$ cat config.mk
export PLATFORM = sky130hd
export DESIGN_NAME = div_unit
export DESIGN_NICKNAME = d
export VERILOG_FILES = /design/src/rtl/div_unit_pkg.sv /design/src/rtl/div_unit_step.sv /design/src/rtl/div_unit.sv
export VERILOG_INCLUDE_DIRS = /design/src /design/src/rtl
export SDC_FILE = /design/constraint.sdc
export NUM_CORES = 1
export LEC_CHECK = 0
export ABC_AREA = 1
export CAP_MARGIN = 20
export CORE_AREA = 2 2 155 157
export CTS_BUF_LIST = sky130_fd_sc_hd__clkbuf_4
export DETAILED_ROUTE_END_ITERATION = 12
export DIE_AREA = 0 0 157 159
export PLACE_DENSITY = 0.81
export SLEW_MARGIN = 10
export SYNTH_ARGS = -nofsm -noshare
export SYNTH_HDL_FRONTEND = slang
export SYNTH_SLANG_ARGS = --single-unit
$ cat constraint.sdc
create_clock -name clk -period 2.81 [get_ports clk]
set_input_delay 0.843 -clock clk [delete_from_list [all_inputs] [get_ports clk]]
set_output_delay 0.843 -clock clk [all_outputs]
set_load 0.05 [all_outputs]
$ cat src/rtl/mydefine.sv
// Shared defines: funct3 encodings of the RISC-V M-extension divide/remainder ops.
`ifndef MYDEFINE_SV
`define MYDEFINE_SV

`define F_DIV  3'b100
`define F_DIVU 3'b101
`define F_REM  3'b110
`define F_REMU 3'b111

`endif

$ cat src/rtl/div_unit_pkg.sv
// div_unit_pkg: widths, iteration bound and small arithmetic helpers for div_unit.
package div_unit_pkg;

   localparam int XLEN  = 32;
   localparam int CNT_W = 6;

   // Index of the final restoring step; CALC runs steps 0..LAST_STEP.
   localparam logic [CNT_W-1:0] LAST_STEP = 6'd31;

   localparam logic [XLEN-1:0] ALL_ONES = 32'hFFFF_FFFF;
   localparam logic [XLEN-1:0] INT_MIN  = 32'h8000_0000;

   // Two's-complement negation.
   function automatic logic [XLEN-1:0] neg32(input logic [XLEN-1:0] v);
      return ~v + 32'd1;
   endfunction

   // Magnitude of v when treated as signed, v itself otherwise.
   function automatic logic [XLEN-1:0] mag32(input logic [XLEN-1:0] v, input logic is_signed);
      logic [XLEN-1:0] m;
      if (is_signed && v[XLEN-1]) begin
         m = neg32(v);
      end else begin
         m = v;
      end
      return m;
   endfunction

   // RISC-V M results for divide-by-zero and signed overflow.
   function automatic logic [XLEN-1:0] special_result(input logic is_rem,
                                                      input logic div_zero,
                                                      input logic [XLEN-1:0] dividend);
      logic [XLEN-1:0] r;
      if (div_zero) begin
         r = is_rem ? dividend : ALL_ONES;
      end else begin
         r = is_rem ? 32'd0 : INT_MIN;
      end
      return r;
   endfunction

endpackage

$ cat src/rtl/div_unit_step.sv
// div_step: one restoring-division step. Takes the already-shifted 33-bit
// partial remainder, trial-subtracts the divisor and returns the next
// remainder and the quotient bit.
module div_step
   import div_unit_pkg::*;
(
   input  logic [XLEN:0]   rem_in,
   input  logic [XLEN-1:0] divisor,
   output logic [XLEN-1:0] rem_out,
   output logic            q_bit
);

   logic [XLEN-1:0] diff_s;

   // Trial subtract; keep the difference only when it does not go negative.
   // When it succeeds the true difference is below the divisor, so the low
   // 32 bits of the subtraction are exact.
   always_comb begin
      q_bit  = (rem_in >= {1'b0, divisor});
      diff_s = rem_in[XLEN-1:0] - divisor;
      if (q_bit) begin
         rem_out = diff_s;
      end else begin
         rem_out = rem_in[XLEN-1:0];
      end
   end

endmodule

$ cat src/rtl/div_unit.sv
// div_unit: multi-cycle 32-bit DIV/DIVU/REM/REMU unit (restoring, 1 bit/cycle).
// Fixed latency: start_ sampled in cycle 0, done_ pulses in cycle 34.
// Optional macro DIV_SPECIAL_FASTPATH_EN: divide-by-zero and signed overflow
// skip CALC/FIX and finish in cycle 1 without raising busy_.
`include "mydefine.sv"

module div_unit
   import div_unit_pkg::*;
(
   input  logic            clk,
   input  logic            rst,
   input  logic            start_,
   input  logic [2:0]      funct3_,
   input  logic [XLEN-1:0] rs1_value,
   input  logic [XLEN-1:0] rs2_value,
   output logic            busy_,
   output logic            done_,
   output logic [XLEN-1:0] result
);

   typedef enum logic [1:0] {
      IDLE = 2'd0,
      CALC = 2'd1,
      FIX  = 2'd2,
      DONE = 2'd3
   } state_t;

   state_t          state_r, state_s;
   logic [2:0]      funct3_r;
   logic [XLEN-1:0] dividend_r;   // original dividend, needed for x/0 remainder
   logic [XLEN-1:0] divisor_r;    // divisor magnitude
   logic [XLEN-1:0] quo_r;        // dividend magnitude shifting out, quotient shifting in
   logic [XLEN-1:0] rem_r;        // partial remainder
   logic [CNT_W-1:0] cnt_r;
   logic            q_neg_r, r_neg_r, div_zero_r, ovf_r;
   logic            busy_r, done_r;
   logic [XLEN-1:0] result_r;

   logic            signed_in_s, zero_in_s, ovf_in_s, is_rem_op_s;
   logic            busy_s, done_s, step_q_s;
   logic [XLEN-1:0] step_rem_s, fix_q_s, fix_r_s, final_s;

`ifdef DIV_SPECIAL_FASTPATH_EN
   logic            special_s, is_rem_in_s;
   logic [XLEN-1:0] spec_res_s;
`endif

   assign busy_  = busy_r;
   assign done_  = done_r;
   assign result = result_r;

   div_step u_step (
      .rem_in  ({rem_r, quo_r[XLEN-1]}),
      .divisor (divisor_r),
      .rem_out (step_rem_s),
      .q_bit   (step_q_s)
   );

   // Decode the incoming request: signedness and the two special cases.
   always_comb begin
      signed_in_s = (funct3_ == `F_DIV) || (funct3_ == `F_REM);
      zero_in_s   = (rs2_value == 32'd0);
      ovf_in_s    = signed_in_s && (rs1_value == INT_MIN) && (rs2_value == ALL_ONES);
`ifdef DIV_SPECIAL_FASTPATH_EN
      special_s   = zero_in_s || ovf_in_s;
      is_rem_in_s = (funct3_ == `F_REM) || (funct3_ == `F_REMU);
      spec_res_s  = special_result(is_rem_in_s, zero_in_s, rs1_value);
`endif
   end

   // Sign correction and result selection used in FIX.
   always_comb begin
      is_rem_op_s = (funct3_r == `F_REM) || (funct3_r == `F_REMU);
      if (q_neg_r) begin
         fix_q_s = neg32(quo_r);
      end else begin
         fix_q_s = quo_r;
      end
      if (r_neg_r) begin
         fix_r_s = neg32(rem_r);
      end else begin
         fix_r_s = rem_r;
      end
      if (div_zero_r || ovf_r) begin
         final_s = special_result(is_rem_op_s, div_zero_r, dividend_r);
      end else begin
         final_s = is_rem_op_s ? fix_r_s : fix_q_s;
      end
   end

   // Next-state logic plus next values of the registered handshake outputs.
   always_comb begin
      state_s = state_r;
      case (state_r)
         IDLE: begin
            if (start_) begin
`ifdef DIV_SPECIAL_FASTPATH_EN
               state_s = special_s ? DONE : CALC;
`else
               state_s = CALC;
`endif
            end else begin
               state_s = IDLE;
            end
         end
         CALC: begin
            if (cnt_r == LAST_STEP) begin
               state_s = FIX;
            end else begin
               state_s = CALC;
            end
         end
         FIX:     state_s = DONE;
         DONE:    state_s = IDLE;
         default: state_s = IDLE;
      endcase
      busy_s = (state_s == CALC) || (state_s == FIX);
      done_s = (state_s == DONE);
   end

   // State and handshake output registers.
   always_ff @(posedge clk) begin
      if (rst) begin
         state_r <= IDLE;
         busy_r  <= 1'b0;
         done_r  <= 1'b0;
      end else begin
         state_r <= state_s;
         busy_r  <= busy_s;
         done_r  <= done_s;
      end
   end

   // Datapath: operand capture, one restoring step per CALC cycle, result in FIX.
   always_ff @(posedge clk) begin
      if (rst) begin
         funct3_r   <= 3'd0;
         dividend_r <= 32'd0;
         divisor_r  <= 32'd0;
         quo_r      <= 32'd0;
         rem_r      <= 32'd0;
         cnt_r      <= 6'd0;
         q_neg_r    <= 1'b0;
         r_neg_r    <= 1'b0;
         div_zero_r <= 1'b0;
         ovf_r      <= 1'b0;
         result_r   <= 32'd0;
      end else begin
         case (state_r)
            IDLE: begin
               if (start_) begin
                  funct3_r   <= funct3_;
                  dividend_r <= rs1_value;
                  divisor_r  <= mag32(rs2_value, signed_in_s);
                  quo_r      <= mag32(rs1_value, signed_in_s);
                  rem_r      <= 32'd0;
                  cnt_r      <= 6'd0;
                  q_neg_r    <= signed_in_s && (rs1_value[XLEN-1] ^ rs2_value[XLEN-1]);
                  r_neg_r    <= signed_in_s && rs1_value[XLEN-1];
                  div_zero_r <= zero_in_s;
                  ovf_r      <= ovf_in_s;
`ifdef DIV_SPECIAL_FASTPATH_EN
                  if (special_s) begin
                     result_r <= spec_res_s;
                  end
`endif
               end
            end
            CALC: begin
               rem_r <= step_rem_s;
               quo_r <= {quo_r[XLEN-2:0], step_q_s};
               cnt_r <= cnt_r + 6'd1;
            end
            FIX: begin
               result_r <= final_s;
            end
            DONE: begin
               cnt_r <= 6'd0;
            end
            default: begin
               cnt_r <= 6'd0;
            end
         endcase
      end
   end

endmodule

==> impl_metrics.env, run 1 <==
export IMPL_yosys_register_bits=176
export IMPL_coreArea_um2=23200
export IMPL_clk_pin_slew_ns=0.18
export IMPL_required_ns=1.97
export IMPL_syn_nets=2466
export IMPL_die_x_um=157
export IMPL_ant_nets=0
export IMPL_drive_above_1_share_pct=5.94
export IMPL_ios=104
export IMPL_drc=0
export IMPL_maxClockFrequency_ghz=0.365
export IMPL_syn_inst=2357
export IMPL_syn_to_final_growth_pct=13.4
export IMPL_worstPathArrival_ns=1.90
export IMPL_synth_area_per_cell_um2=5.84
export IMPL_dieArea_um2=25000
export IMPL_gr_usage_all_layers_pct=38.7
export IMPL_min_from="divisor_r[31]"
export IMPL_period_needed_ns=2.74
export IMPL_antenna_found_initial=1
export IMPL_worstPathCellList="clkdlybuf4s50_1"
export IMPL_routed_wl_um=48500
export IMPL_fin_worst_skew_ns=0.0391
export IMPL_initial_core_util_pct=59.3
export IMPL_yosys_warnings=0
export IMPL_tightest_slew_ns=0.648
export IMPL_crit_family="buffers and inverters"
export IMPL_cts_resized=0
export IMPL_cp_slowest_stage_delay_ns=0.83
export IMPL_crit_path_start_kind="flop"
export IMPL_status="complete, no violations"
export IMPL_path_class="reg -> out"
export IMPL_synth_seq_area_share_pct=25.6
export IMPL_final_nets=2552
export IMPL_async_flop_share_pct=0
export IMPL_r2r_end="rem_r[20]"
export IMPL_worstHoldPathType="reg -> reg"
export IMPL_grt_pass1_wl_um=76000
export IMPL_clkLatencyLatePin_ns=0.62
export IMPL_initialDrtViolationCount=2312
export IMPL_postCtsSetupRepairBufs=0
export IMPL_crit_path_end_kind="output pin"
export IMPL_slew_headroom_pct=56.8
export IMPL_yosys_most_used_dff="dfxtp_1"
export IMPL_vdd_drop_max_mv=0.385
export IMPL_drtPass1Iterations=6
export IMPL_cap_violations=0
export IMPL_portBuffers=103
export IMPL_cts_hold_buf=0
export IMPL_synth_edff_count=0
export IMPL_gp_congestion=1.05
export IMPL_cp_max_fo=2
export IMPL_cts_root_buf="clkbuf_4"
export IMPL_setup_violations=0
export IMPL_grt_max_degree=88
export IMPL_hold_path_depth=2
export IMPL_clock_sinks=176
export IMPL_r2r_start="rem_r[25]"
export IMPL_rr_worst_depth=12
export IMPL_cts_tree="built"
export IMPL_via_count=16000
export IMPL_drt_wirelength_per_cell_um=17.4
export IMPL_synth_cell_area_um2=13800
export IMPL_via_per_inst=5.75
export IMPL_finalMaxSlewViolations=0
export IMPL_p_leak_uw=0.00752
export IMPL_die_h_um=159
export IMPL_powerDensity_nw_per_um2=607
export IMPL_post_route_period_util_pct=97.5
export IMPL_finish_utilization_pct=67.3
export IMPL_grt_pass1_vias=14100
export IMPL_rrSetupSlack_ns=0.10
export IMPL_critPathBufInv=1
export IMPL_cts_buffers=17
export IMPL_final_cells=2780
export IMPL_ys_types=49
export IMPL_rsz0062_at_grt="no"
export IMPL_grt_overflow=0
export IMPL_dp_cells=2743
export IMPL_worst_path_max_delay_cell="clkdlybuf4s50_1"
export IMPL_worstHoldEndpoint="divisor_r[31]"
export IMPL_dp_hpwl_um=37800
export IMPL_clockBufferDepth=2
export IMPL_num_rows=56
export IMPL_htree_levels=4
export IMPL_hold_viol=0
sequential cells by signal, indices dropped and copies added, names as in the netlist, 2 cells and up:
signal and cells:
result 32, funct3_r 2, state_r 2, quo_r 32, rem_r 32, dividend_r 32, cnt_r 6, divisor_r 32
where the power goes:
group          total [µW]  switching, µW  internal (µW)
Sequential           2950            259           2690
Combinational        5010           3350           1660
Clock                1520           1050            468
Yosys cell counts (17+ instances only):
cell type,count,area share [%]
nand2_1,625,17
inv_1,360,9.8
nand3_1,233,8.5
nor2_1,232,6.3
dfxtp_1,176,26
o21ai_0,154,5.6
a21oi_1,151,5.5
clkbuf_1,64,1.7
ha_1,38,3.5
nor3_1,31,1.1
a31oi_1,26,1.2
xor2_1,25,1.6
nand4_1,24,1.1
xnor2_1,21,1.3
a211oi_1,18,0.98
a22oi_1,17,0.93
logic make-up after synthesis:
logic type	after synthesis	synth area share (%)
simple gates	1206	37.2
buf+inv	468	13.4
compound gates	422	17.3
flops	176	25.6
xor+xnor	46	2.93
fa+ha+maj	39	3.60
worst max path at each step:
stage            startpoint             to  depth (start not counted)
2_1_floorplan  rs1_value[1]      quo_r[30]                         13
3_3_place_gp   rs1_value[0]      quo_r[30]                         14
3_5_place_dp   rs2_value[0]  divisor_r[28]                         12
4_1_cts           result[7]      result[7]                          1
5_1_grt           rem_r[23]      rem_r[20]                         12
6_report          result[5]      result[5]                          1
area by class of cell:
class	instances	area, µm²
clock inverters	15	153
multi-input cells	1713	8420
clock buffers	17	128
diodes	5	12.5
inverters	369	1390
well taps	319	399
fillers	2221	7580
repair buffers	166	1590
flip-flops and latches	176	3520
layout by cell type, fill, tap and decap left out, types with 7 or more instances in the layout:
cell               n
a211oi_1          18
a21oi_1          151
a22oi_1           17
a31oi_1           26
and2_1             7
buf_12             7
buf_4             56
clkbuf_4          17
clkdlybuf4s50_1  102
dfxtp_1          176
ha_1              38
inv_1            360
inv_2              7
nand2_1          624
nand2_2           17
nand3_1          233
nand3b_1          10
nand4_1           24
nor2_1           229
nor2_2             8
nor3_1            31
o211ai_1          12
o21ai_0          154
o221ai_1          11
o22ai_1           10
xnor2_1           21
xor2_1            25
per-layer routing:
layer | vias to the layer above | GRT usage [%] | share of wire [%]
met1 | 7192 | 57.2 | 44
li1 | 7771 | - | -
met4 | 0 | 11.8 | 3.2
met5 | - | 0 | 0
met2 | 912 | 54.1 | 40
met3 | 103 | 11.0 | 13
through the flow:
step	cell area (µm²)	setup WS [ns]	setup TNS (ns)	power (µW)	hold slack (ns)
finish	15600	0.0716	0	9480	0.483
global route	15600	0.0125	0	10100	0.509
CTS	15600	0.0760	0	9290	0.481
detailed placement	15300	-0.0624	-0.188	7810	0.461
global placement	15300	-0.0191	-0.0207	7730	0.454
floorplan	13800	0.547	0	6540	0.427
No activity file was read; power rests on OpenSTA's default activity.
==> run 2: changes to the inputs <==
- CORE_AREA: 2 2 155 157 -> 2 2 118 206
- DIE_AREA: 0 0 157 159 -> 0 0 120 208
- PLACE_DENSITY: 0.81 -> 0.8
==> run 2 against run 1 <==
Effect of this change:
- clock power barely moved
- highest routed layer unchanged
- critical endpoint is now result[0]
- largest power group unchanged
- worst setup slack better by 0.030 ns
- sequential share of layout area is 0.30 points lower
- fmax is 1.1% higher
- hold slack worse by 0.018 ns
- clock skew fell by 0.016 ns
- critical path depth stayed put
- non-clock buffer count rose by 32
==> impl_metrics.env, run 2 (same netlist as run 1, synthesis figures left out) <==
export IMPL_crit_path_start_kind="flop"
export IMPL_cp_max_fo=2
export IMPL_final_nets=2584
export IMPL_grt_overflow=0
export IMPL_worst_path_max_delay_cell="clkdlybuf4s50_1"
export IMPL_ant_nets=0
export IMPL_fin_worst_skew_ns=0.0232
export IMPL_p_leak_uw=0.00767
export IMPL_grt_max_degree=88
export IMPL_critPathBufInv=1
export IMPL_hold_ws_ns=0.465
export IMPL_die_h_um=208
export IMPL_initial_core_util_pct=59.2
export IMPL_grt_pass1_vias=15600
export IMPL_finalMaxSlewViolations=0
export IMPL_dp_hpwl_um=39000
export IMPL_worstPathCellList="clkdlybuf4s50_1"
export IMPL_finish_utilization_pct=68.1
export IMPL_setup_slack_ns=0.102
export IMPL_portBuffers=103
export IMPL_cts_buffers=17
export IMPL_required_ns=1.97
export IMPL_htree_levels=4
export IMPL_setup_violations=0
export IMPL_cts_hold_buf=0
export IMPL_drt_wirelength_per_cell_um=18.0
export IMPL_dieArea_um2=25000
export IMPL_coreArea_um2=23200
export IMPL_layout_common_cells="624 x nand2_1, 360 x inv_1, 233 x nand3_1, 228 x nor2_1, 176 x dfxtp_1"
export IMPL_vdd_drop_max_mv=0.403
export IMPL_period_needed_ns=2.71
export IMPL_grt_pass1_wl_um=78900
export IMPL_cts_tree="built"
export IMPL_cap_violations=0
export IMPL_tightest_slew_ns=0.690
export IMPL_layout_commonest_cell="nand2_1"
export IMPL_dp_cells=2760
export IMPL_postCtsSetupRepairBufs=0
export IMPL_slew_headroom_pct=53.9
export IMPL_routed_wl_um=50200
export IMPL_via_count=16200
export IMPL_powerDensity_nw_per_um2=605
export IMPL_syn_to_final_growth_pct=14.9
export IMPL_post_route_period_util_pct=96.4
export IMPL_cts_root_buf="clkbuf_4"
export IMPL_path_class="reg -> out"
export IMPL_worstPathArrival_ns=1.86
export IMPL_crit_family="buffers and inverters"
export IMPL_rsz0062_at_grt="no"
export IMPL_maxClockFrequency_ghz=0.369
export IMPL_clockBufferDepth=2
export IMPL_cts_resized=0
export IMPL_clk_pin_slew_ns=0.16
export IMPL_initialDrtViolationCount=1436
export IMPL_drtPass1Iterations=7
export IMPL_gp_congestion=1.00
export IMPL_antenna_found_initial=1
export IMPL_clkLatencyLatePin_ns=0.65
export IMPL_status="complete, no violations"
export IMPL_gr_usage_all_layers_pct=40.1
export IMPL_pre_cts_slack_ns=-0.144
export IMPL_cp_slowest_stage_delay_ns=0.82
export IMPL_hold_viol=0
export IMPL_via_per_inst=5.81
export IMPL_drc=0
export IMPL_die_x_um=120
export IMPL_ios=104
export IMPL_final_cells=2792
export IMPL_drive_above_1_share_pct=7.08
export IMPL_crit_path_end_kind="output pin"
export IMPL_num_rows=74
export IMPL_worstHoldPathType="reg -> reg"
export IMPL_setup_tns_ns=0
export IMPL_clock_sinks=176
run 2: cell count changes in the layout (fill, tap and decap cells not counted), sizes merged:
cell      change
clkinvlp      -2
inv           +1
clkinv        -1
diode         -4
bufinv        +1
buf          +32
run 2: routing by layer:
| metal | GRT usage [%] | up-vias | wire, µm | share of wire [%] |
|---|---|---|---|---|
| met2 | 71.1 | 738 | 25000 | 50 |
| met3 | 5.40 | 236 | 3050 | 6.1 |
| met1 | 40.7 | 7416 | 17200 | 34 |
| met4 | 34.3 | 0 | 4890 | 9.8 |
| li1 | - | 7839 | - | - |
| met5 | 0 | - | 0 | 0 |
run 2: final cells by class:
| cell class | instances | area, µm² |
|---|---|---|
| Clock inverter | 14 | 155 |
| Clock buffer | 17 | 128 |
| Antenna cell | 1 | 2.50 |
| Inverter | 369 | 1390 |
| Timing Repair Buffer | 198 | 1830 |
| Multi-Input combinational cell | 1713 | 8420 |
| Tap cell | 304 | 380 |
| Fill cell | 2206 | 7420 |
| Sequential cell | 176 | 3520 |
run 2: final timing paths:
check                                     end          start  slack [ns]  depth (start not counted)
worst max register to register      rem_r[21]  divisor_r[18]        0.15                         14
worst min-delay path            dividend_r[8]  dividend_r[8]        0.47                          2
worst max-delay path                result[0]      result[0]        0.10                          1
worst min register to register  dividend_r[8]  dividend_r[8]        0.47                          2
run 2: where the power goes:
part / internal, µW / switching, µW / total, µW
logic: 1710 / 3410 / 5120
clock network: 543 / 1000 / 1540
registers: 2690 / 214 / 2910
run 2: per-stage QoR:
| step | power, µW | cell area (µm²) |
|---|---|---|
| floorplan | 6540 | 13800 |
| global placement | 7800 | 15500 |
| detailed placement | 7910 | 15500 |
| CTS | 9440 | 15800 |
| global route | 10200 | 15800 |
| finish | 9560 | 15800 |
==> run 3: changes to the inputs <==
- CTS_CLUSTER_SIZE: not set -> 16
==> results of run 3 <==
Same layout as run 2: the final DEF is identical, and so are final timing and power.
